$ cat src/rtl/can_pkg.sv
// Shared definitions for the CAN error/overload frame generator.
package can_pkg;

  // Frame-generator states.
  typedef enum logic [3:0] {
    IDLE         = 4'd0,
    ACT_FLAG     = 4'd1,
    PAS_FLAG     = 4'd2,
    WAIT_REC     = 4'd3,
    DELIM        = 4'd4,
    INTERMISSION = 4'd5,
    SUSPEND      = 4'd6,
    OVLD_FLAG    = 4'd7,
    BUS_OFF      = 4'd8
  } can_state_e;

  // Default field lengths in bit times.
  localparam int DEF_FLAG_LEN    = 6;
  localparam int DEF_DELIM_LEN   = 8;
  localparam int DEF_IFS_LEN     = 3;
  localparam int DEF_SUSPEND_LEN = 8;
  localparam int DEF_RECOV_SEQS  = 128;
  localparam int DEF_RECOV_BITS  = 11;

  // Width of the shared field-length down-counter.
  localparam int CNT_W = 8;

endpackage

$ cat src/rtl/can_bit_counter.sv
// Loadable down-counter stepped by the bit sample strobe; stops at zero.
module can_bit_counter
  import can_pkg::*;
#(
  parameter int W = CNT_W
) (
  input  logic         clk,
  input  logic         rst,
  input  logic         sample_point,
  input  logic         load,
  input  logic [W-1:0] load_val,
  output logic         zero
);

  logic [W-1:0] count;

  // Load has priority; otherwise count down one per sampled bit.
  always_ff @(posedge clk or negedge rst) begin
    if (!rst) begin
      count <= '0;
    end else if (load) begin
      count <= load_val;
    end else if (sample_point && !zero) begin
      count <= count - W'(1);
    end
  end

  assign zero = (count == '0);

endmodule

$ cat src/rtl/can_error_frame_gen.sv
// CAN error / overload frame generator with bus-off recovery sequencing.
module can_error_frame_gen
  import can_pkg::*;
#(
  parameter int FLAG_LEN    = DEF_FLAG_LEN,
  parameter int DELIM_LEN   = DEF_DELIM_LEN,
  parameter int IFS_LEN     = DEF_IFS_LEN,
  parameter int SUSPEND_LEN = DEF_SUSPEND_LEN,
  parameter int RECOV_SEQS  = DEF_RECOV_SEQS,
  parameter int RECOV_BITS  = DEF_RECOV_BITS
) (
  input  logic clk,
  input  logic rst,
  input  logic sample_point,
  input  logic rx_bit,
  input  logic error_detected,
  input  logic tx_active,
  input  logic error_active,
  input  logic error_passive,
  input  logic bus_off,
  input  logic overload_request,
  input  logic eof_done,
  output logic tx_bit,
  output logic err_tx_en,
  output logic dominant_after_flag,
  output logic frame_done,
  output logic bus_idle,
  output logic recovery_done
);

  can_state_e state, state_n;
  logic       err_pend, err_pend_n, err_req, accepting, go_flag;
  logic       pas_prev, pas_prev_n, pas_last, pas_last_n;
  logic       dom_seen, dom_seen_n, susp_flag, susp_flag_n;
  logic       ovld_frame, ovld_frame_n;
  logic [1:0] ovld_cnt, ovld_cnt_n;
  logic [3:0] dom_cnt, dom_cnt_n, rec_bits, rec_bits_n;
  logic [6:0] rec_seqs, rec_seqs_n;
  logic       daf_n, frame_done_n, recov_n;
  logic             cnt_load, cnt_zero;
  logic [CNT_W-1:0] cnt_val;

  // Counter preload for the field that starts when a state is entered.
  // DELIM preloads one short because the WAIT_REC exit sample is bit 1.
  function automatic logic [CNT_W-1:0] len_for(input can_state_e s);
    case (s)
      ACT_FLAG, PAS_FLAG, OVLD_FLAG: len_for = CNT_W'(FLAG_LEN - 1);
      DELIM:                         len_for = CNT_W'(DELIM_LEN - 2);
      INTERMISSION:                  len_for = CNT_W'(IFS_LEN - 1);
      SUSPEND:                       len_for = CNT_W'(SUSPEND_LEN - 1);
      default:                       len_for = '0;
    endcase
  endfunction

  function automatic logic [3:0] sat_inc4(input logic [3:0] v);
    sat_inc4 = (v == 4'hF) ? v : v + 4'd1;
  endfunction

  can_bit_counter #(.W(CNT_W)) u_len_cnt (
    .clk          (clk),
    .rst          (rst),
    .sample_point (sample_point),
    .load         (cnt_load),
    .load_val     (cnt_val),
    .zero         (cnt_zero)
  );

  assign accepting = (state == IDLE) || (state == INTERMISSION) || (state == SUSPEND);

  // State and bookkeeping registers; reset releases the bus immediately.
  always_ff @(posedge clk or negedge rst) begin
    if (!rst) begin
      state               <= IDLE;
      err_pend            <= 1'b0;
      pas_prev            <= 1'b0;
      pas_last            <= 1'b0;
      dom_seen            <= 1'b0;
      dom_cnt             <= '0;
      susp_flag           <= 1'b0;
      ovld_cnt            <= '0;
      ovld_frame          <= 1'b0;
      rec_bits            <= '0;
      rec_seqs            <= '0;
      dominant_after_flag <= 1'b0;
      frame_done          <= 1'b0;
      recovery_done       <= 1'b0;
    end else begin
      state               <= state_n;
      err_pend            <= err_pend_n;
      pas_prev            <= pas_prev_n;
      pas_last            <= pas_last_n;
      dom_seen            <= dom_seen_n;
      dom_cnt             <= dom_cnt_n;
      susp_flag           <= susp_flag_n;
      ovld_cnt            <= ovld_cnt_n;
      ovld_frame          <= ovld_frame_n;
      rec_bits            <= rec_bits_n;
      rec_seqs            <= rec_seqs_n;
      dominant_after_flag <= daf_n;
      frame_done          <= frame_done_n;
      recovery_done       <= recov_n;
    end
  end

  // Next-state logic: bus_off preempts everything, all else steps per sampled bit.
  always_comb begin
    state_n      = state;
    err_pend_n   = err_pend;
    pas_prev_n   = pas_prev;
    pas_last_n   = pas_last;
    dom_seen_n   = dom_seen;
    dom_cnt_n    = dom_cnt;
    susp_flag_n  = susp_flag;
    ovld_cnt_n   = ovld_cnt;
    ovld_frame_n = ovld_frame;
    rec_bits_n   = rec_bits;
    rec_seqs_n   = rec_seqs;
    daf_n        = 1'b0;
    frame_done_n = 1'b0;
    recov_n      = 1'b0;
    go_flag      = 1'b0;
    cnt_load     = 1'b0;
    cnt_val      = '0;
    err_req      = err_pend | error_detected;
    if (bus_off && state != BUS_OFF) begin
      state_n    = BUS_OFF;
      err_pend_n = 1'b0;
      rec_bits_n = '0;
      rec_seqs_n = '0;
    end else if (!sample_point) begin
      // An error reported between strobes is held for the next bit boundary.
      if (error_detected && accepting) err_pend_n = 1'b1;
    end else begin
      err_pend_n = 1'b0;
      case (state)
        IDLE: begin
          if (err_req)       go_flag = 1'b1;
          else if (eof_done) state_n = INTERMISSION;
        end
        ACT_FLAG, OVLD_FLAG: begin
          if (cnt_zero) state_n = WAIT_REC;
        end
        PAS_FLAG: begin
          pas_prev_n = 1'b1;
          pas_last_n = rx_bit;
          if (pas_prev && rx_bit == pas_last) begin
            if (cnt_zero) state_n = WAIT_REC;
          end else begin
            // A new run of equal samples starts with this one.
            cnt_load = 1'b1;
            cnt_val  = CNT_W'(FLAG_LEN - 2);
          end
        end
        WAIT_REC: begin
          if (rx_bit) begin
            state_n = DELIM;
          end else if (!dom_seen) begin
            dom_seen_n = 1'b1;
            dom_cnt_n  = '0;
            daf_n      = !tx_active && !ovld_frame;
          end else if (sat_inc4(dom_cnt) == 4'd8) begin
            dom_cnt_n = '0;
            daf_n     = !ovld_frame;
          end else begin
            dom_cnt_n = sat_inc4(dom_cnt);
          end
        end
        DELIM: begin
          if (!rx_bit) begin
            go_flag = 1'b1;
          end else if (cnt_zero) begin
            frame_done_n = 1'b1;
            state_n      = INTERMISSION;
          end
        end
        INTERMISSION: begin
          if (err_req) begin
            go_flag = 1'b1;
          end else if (!cnt_zero) begin
            if ((!rx_bit || overload_request) && ovld_cnt < 2'd2) begin
              state_n      = OVLD_FLAG;
              ovld_cnt_n   = ovld_cnt + 2'd1;
              ovld_frame_n = 1'b1;
              dom_seen_n   = 1'b0;
            end
          end else if (!rx_bit) begin
            state_n = IDLE;
          end else begin
            state_n = susp_flag ? SUSPEND : IDLE;
          end
        end
        SUSPEND: begin
          if (err_req)                   go_flag = 1'b1;
          else if (!rx_bit || cnt_zero)  state_n = IDLE;
        end
        BUS_OFF: begin
          if (!rx_bit) begin
            rec_bits_n = '0;
          end else if (rec_bits == 4'(RECOV_BITS - 1)) begin
            rec_bits_n = '0;
            if (rec_seqs == 7'(RECOV_SEQS - 1)) begin
              rec_seqs_n = '0;
              recov_n    = 1'b1;
              state_n    = IDLE;
            end else begin
              rec_seqs_n = rec_seqs + 7'd1;
            end
          end else begin
            rec_bits_n = rec_bits + 4'd1;
          end
        end
        default: state_n = IDLE;
      endcase
    end
    if (go_flag) begin
      state_n      = error_active ? ACT_FLAG : PAS_FLAG;
      susp_flag_n  = error_passive && tx_active;
      dom_seen_n   = 1'b0;
      pas_prev_n   = 1'b0;
      ovld_cnt_n   = '0;
      ovld_frame_n = 1'b0;
    end
    if (state_n == IDLE && state != IDLE) begin
      ovld_cnt_n  = '0;
      susp_flag_n = 1'b0;
    end
    if (state_n != state) begin
      cnt_load = 1'b1;
      cnt_val  = len_for(state_n);
    end
  end

  assign tx_bit    = !(state == ACT_FLAG || state == OVLD_FLAG);
  assign err_tx_en = !(state == IDLE || state == BUS_OFF);
  assign bus_idle  = (state == IDLE);

endmodule

$ cat config.mk
export PLATFORM = sky130hd
export DESIGN_NAME = can_error_frame_gen
export DESIGN_NICKNAME = d
export VERILOG_FILES = /design/src/rtl/can_pkg.sv /design/src/rtl/can_bit_counter.sv /design/src/rtl/can_error_frame_gen.sv
export SDC_FILE = /design/constraint.sdc
export NUM_CORES = 1
export LEC_CHECK = 0
export BUFFER_PORTS_ARGS = -buffer_cell sky130_fd_sc_hd__buf_2
export CAP_MARGIN = 20
export CELL_PAD_IN_SITES_DETAIL_PLACEMENT = 1
export CELL_PAD_IN_SITES_GLOBAL_PLACEMENT = 1
export CORE_UTILIZATION = 41
export CTS_CLUSTER_SIZE = 14
export DETAILED_ROUTE_END_ITERATION = 10
export PLACE_DENSITY_LB_ADDON = 0.08
export SLEW_MARGIN = 20
export SYNTH_ARGS = -nofsm -noshare
export SYNTH_HDL_FRONTEND = slang
export SYNTH_SLANG_ARGS = --single-unit
export TNS_END_PERCENT = 20
$ cat constraint.sdc
create_clock -name clk -period 2.8 [get_ports clk]
set_clock_uncertainty 0.05 [all_clocks]
set_input_delay 0.56 -clock clk [delete_from_list [all_inputs] [get_ports clk]]
set_output_delay 0.56 -clock clk [all_outputs]
set_load 0.01 [all_outputs]
==> results.toml <==
[routing]
final_antenna_net_count = 0
route.detailed.drc = 0
wl_per_cell_um = 17.4
first_pass_iters = 4
vias_per_cell = 5.95
num_vias = 2491
drt_iter0_markers = 104
routed_wl_mm = 7.29

[synth]
synth_top_area_share_pct = 36.4
async_flop_share_pct = 100
yosysWarningCount = 0
synthTopCellsByArea = "dfrtp_1 (36%), nor2_1 (5.0%), nand2_1 (4.7%)"
synthesis.nets = 333
synth_ff_type = "dfrtp_1"
synth_commonest_cells = "dfrtp_1 (38), nor2_1 (35), nand2_1 (33), a21oi_1 (22), o21ai_0 (17)"
syn_inst = 316
synth_area_mm2 = 0.00261
synth_largest_area_cell = "dfrtp_1"
synth_edf_count = 0
synth_most_common_cell = "dfrtp_1"
synth-seq-cells = 38
yosysSeqAreaShare_pct = 36.4
syn_area_per_cell_um2 = 8.27
synth.distinct_cells = 58

[cts]
h-tree-depth = 2
clk_path_buf_depth = 2
clock-sinks = 38
cts-root-buf = "clkbuf_8"
cts_tree = "done"
clk_pin_slew_ns = 0.08
numCtsBuffers = 5
clk_latency_ns = 0.29
cts_setup_buffers = 0

[setup_path]
rr_startpoint = "u_len_cnt.count[1]"
critPathKind = "reg -> reg"
r2r_slack_ns = 0.13
crit_start = "u_len_cnt.count[1]"
crit_arrival_ns = 2.80
critical_path.max_fanout = 5
reg2reg_depth = 9
worstReg2RegEnd = "u_len_cnt.count[0]"
cp.required_ns = 2.93
startpoint_type = "flip-flop"
endpoint_kind = "flip-flop"

[power_and_ir_drop]
peakVddDrop_v = 0.000496
pwr-share-seq_pct = 42.1
p_int_uw = 1230
leakagePower_uw = 0.00134
powerDensity_mw_per_mm2 = 586
comb_power_share_pct = 25.8
clkPwrFrac_pct = 32.1
p_sw_uw = 553
swShare_pct = 31.0

[die]
core_mm2 = 0.00603
die_w_um = 81.8
num_io_pins = 17
dieArea_mm2 = 0.00670
fp.dieH_um = 81.8
num_rows = 28
initial_utilization_pct = 43.4

[sta]
finalHoldViolCount = 0
worst_slack_ns = 0.127
finalCritPeriodShare_pct = 95.5
fin_crit_ns = 2.67
slew_viol_final = 0
whs_ns = 0.339
finalSetupViolations = 0
tightestPinTransition_ns = 0.899
timing.fmax_ghz = 0.374
relSlewSlack_pct = 40.0
finalSetupTns_ns = 0

[finish]
final_cells = 419
regArea_um2 = 951
final_util_pct = 50.5
n_antenna_cell = 0
multi_input_area_mm2 = 0.00160
area.growth.synth_to_final_pct = 16.4
drive_above_1_share_pct = 18.9
fin_nets = 360
fillers = 732

[run_status]
outcome = "finished clean"

[grt]
antenna_found_initial = 0
grt_max_degree = 39
grt_pass1_wl_mm = 11.8
grt.total_usage_pct = 23.1
grt-ovfl-total = 0
grt_pass1_vias = 2413

[flow_run]
maxCapViolations = 0

[placement]
port_buffers = 16
dp_hpwl_mm = 5.47
dp.cells = 411
place_ws_ns = 0.0195
gp_congestion = 0.885

[hold_path]
hp-class = "in -> async"
==> layout by cell type (no fill, tap or decap), drive strengths merged, types with 3 or more instances in the layout <==
cell,Yosys,final
a21oi,23,23
a31o,3,3
a41o,4,4
and3,3,3
buf,4,34
clkbuf,10,5
dfrtp,38,38
ha,6,6
inv,11,11
mux2,3,3
mux2i,3,3
nand2,33,33
nand2b,4,4
nand3,14,14
nand4,8,8
nand4b,3,3
nor2,36,36
nor2b,10,10
nor3,14,14
nor3b,3,3
nor4,4,4
nor4b,3,3
o21ai,18,18
o31a,3,3
o31ai,4,4
or2,3,3
or3,8,8
xnor2,5,5
xor2,8,8
==> registers in the layout, indices dropped and copies added (netlist names) <==
name                 flops
rec_bits                 4
pas_prev                 1
state                    4
recovery_done            1
u_len_cnt.count          8
dom_cnt                  4
rec_seqs                 7
frame_done               1
pas_last                 1
dominant_after_flag      1
err_pend                 1
susp_flag                1
dom_seen                 1
ovld_frame               1
ovld_cnt                 2
==> critical path: stages (launching register included) <==
cell     delay [ns]
dfrtp_1        0.40
inv_1          0.10
ha_1           0.17
or3b_4         0.41
o31ai_2        0.19
nand4_1        0.15
or3_1          0.35
a21oi_2        0.23
o211a_4        0.22
mux2_4         0.29
==> kinds of logic (layout without fill, tap and decap cells) <==
kind of cell / Yosys count / in the layout / share of synthesized area [%]
AOI/OAI and AO/OA: 74 / 74 / 19.2
xor gates and xnor gates: 13 / 13 / 4.36
buffers and inverters: 25 / 53 / 3.78
and+or+nand+nor: 154 / 154 / 30.8
muxes: 6 / 6 / 2.58
DFF: 38 / 38 / 36.4
adders and majority gates: 6 / 6 / 2.87
==> power by group through the flow <==
stage / Sequential, uW / Clock [uW] / Combinational, uW
after floorplan: 737 / 0 / 314
after global placement: 754 / 0 / 432
after detailed placement: 759 / 0 / 448
after CTS: 750 / 589 / 455
after global routing: 764 / 606 / 517
final: 750 / 572 / 461
==> worst max-delay path by stage <==
stage                         endpoint  slack [ns]
floorplan           u_len_cnt.count[0]        0.16
global placement    u_len_cnt.count[0]        0.06
detailed placement  u_len_cnt.count[0]        0.02
CTS                 u_len_cnt.count[6]       0.008
global route        u_len_cnt.count[0]       -0.02
finish              u_len_cnt.count[0]        0.13
==> repair_timing <==
action / in CTS / in global routing
hold buffers: 0 / 0
pin swaps: 0 / 3
cloned: 0 / 0
setup endpoints to repair: 1 / 8
gates resized for setup: 1 / 7
==> through the flow <==
step | area [um2] | total power, uW
CTS | 3010 | 1790
finish | 3040 | 1780
floorplan | 2610 | 1050
detailed placement | 2870 | 1210
global route | 3040 | 1890
global placement | 2870 | 1190
==> per-layer routing <==
layer	wire length [um]	track usage, %	up-vias
met2	3740	41.1	35
met5	0	0	-
met3	178	3.89	8
met4	104	4.91	0
li1	-	-	1208
met1	3270	29.0	1240
==> final cells by class <==
type	instances	area share, %
sequential	38	31.3
timing repair buffer	34	7.08
multi-input combinational	253	52.7
clock inverter	3	2.26
tap	75	3.09
inverter	11	1.36
clock buffer	5	2.26
Power figures use the tool's default switching activity.
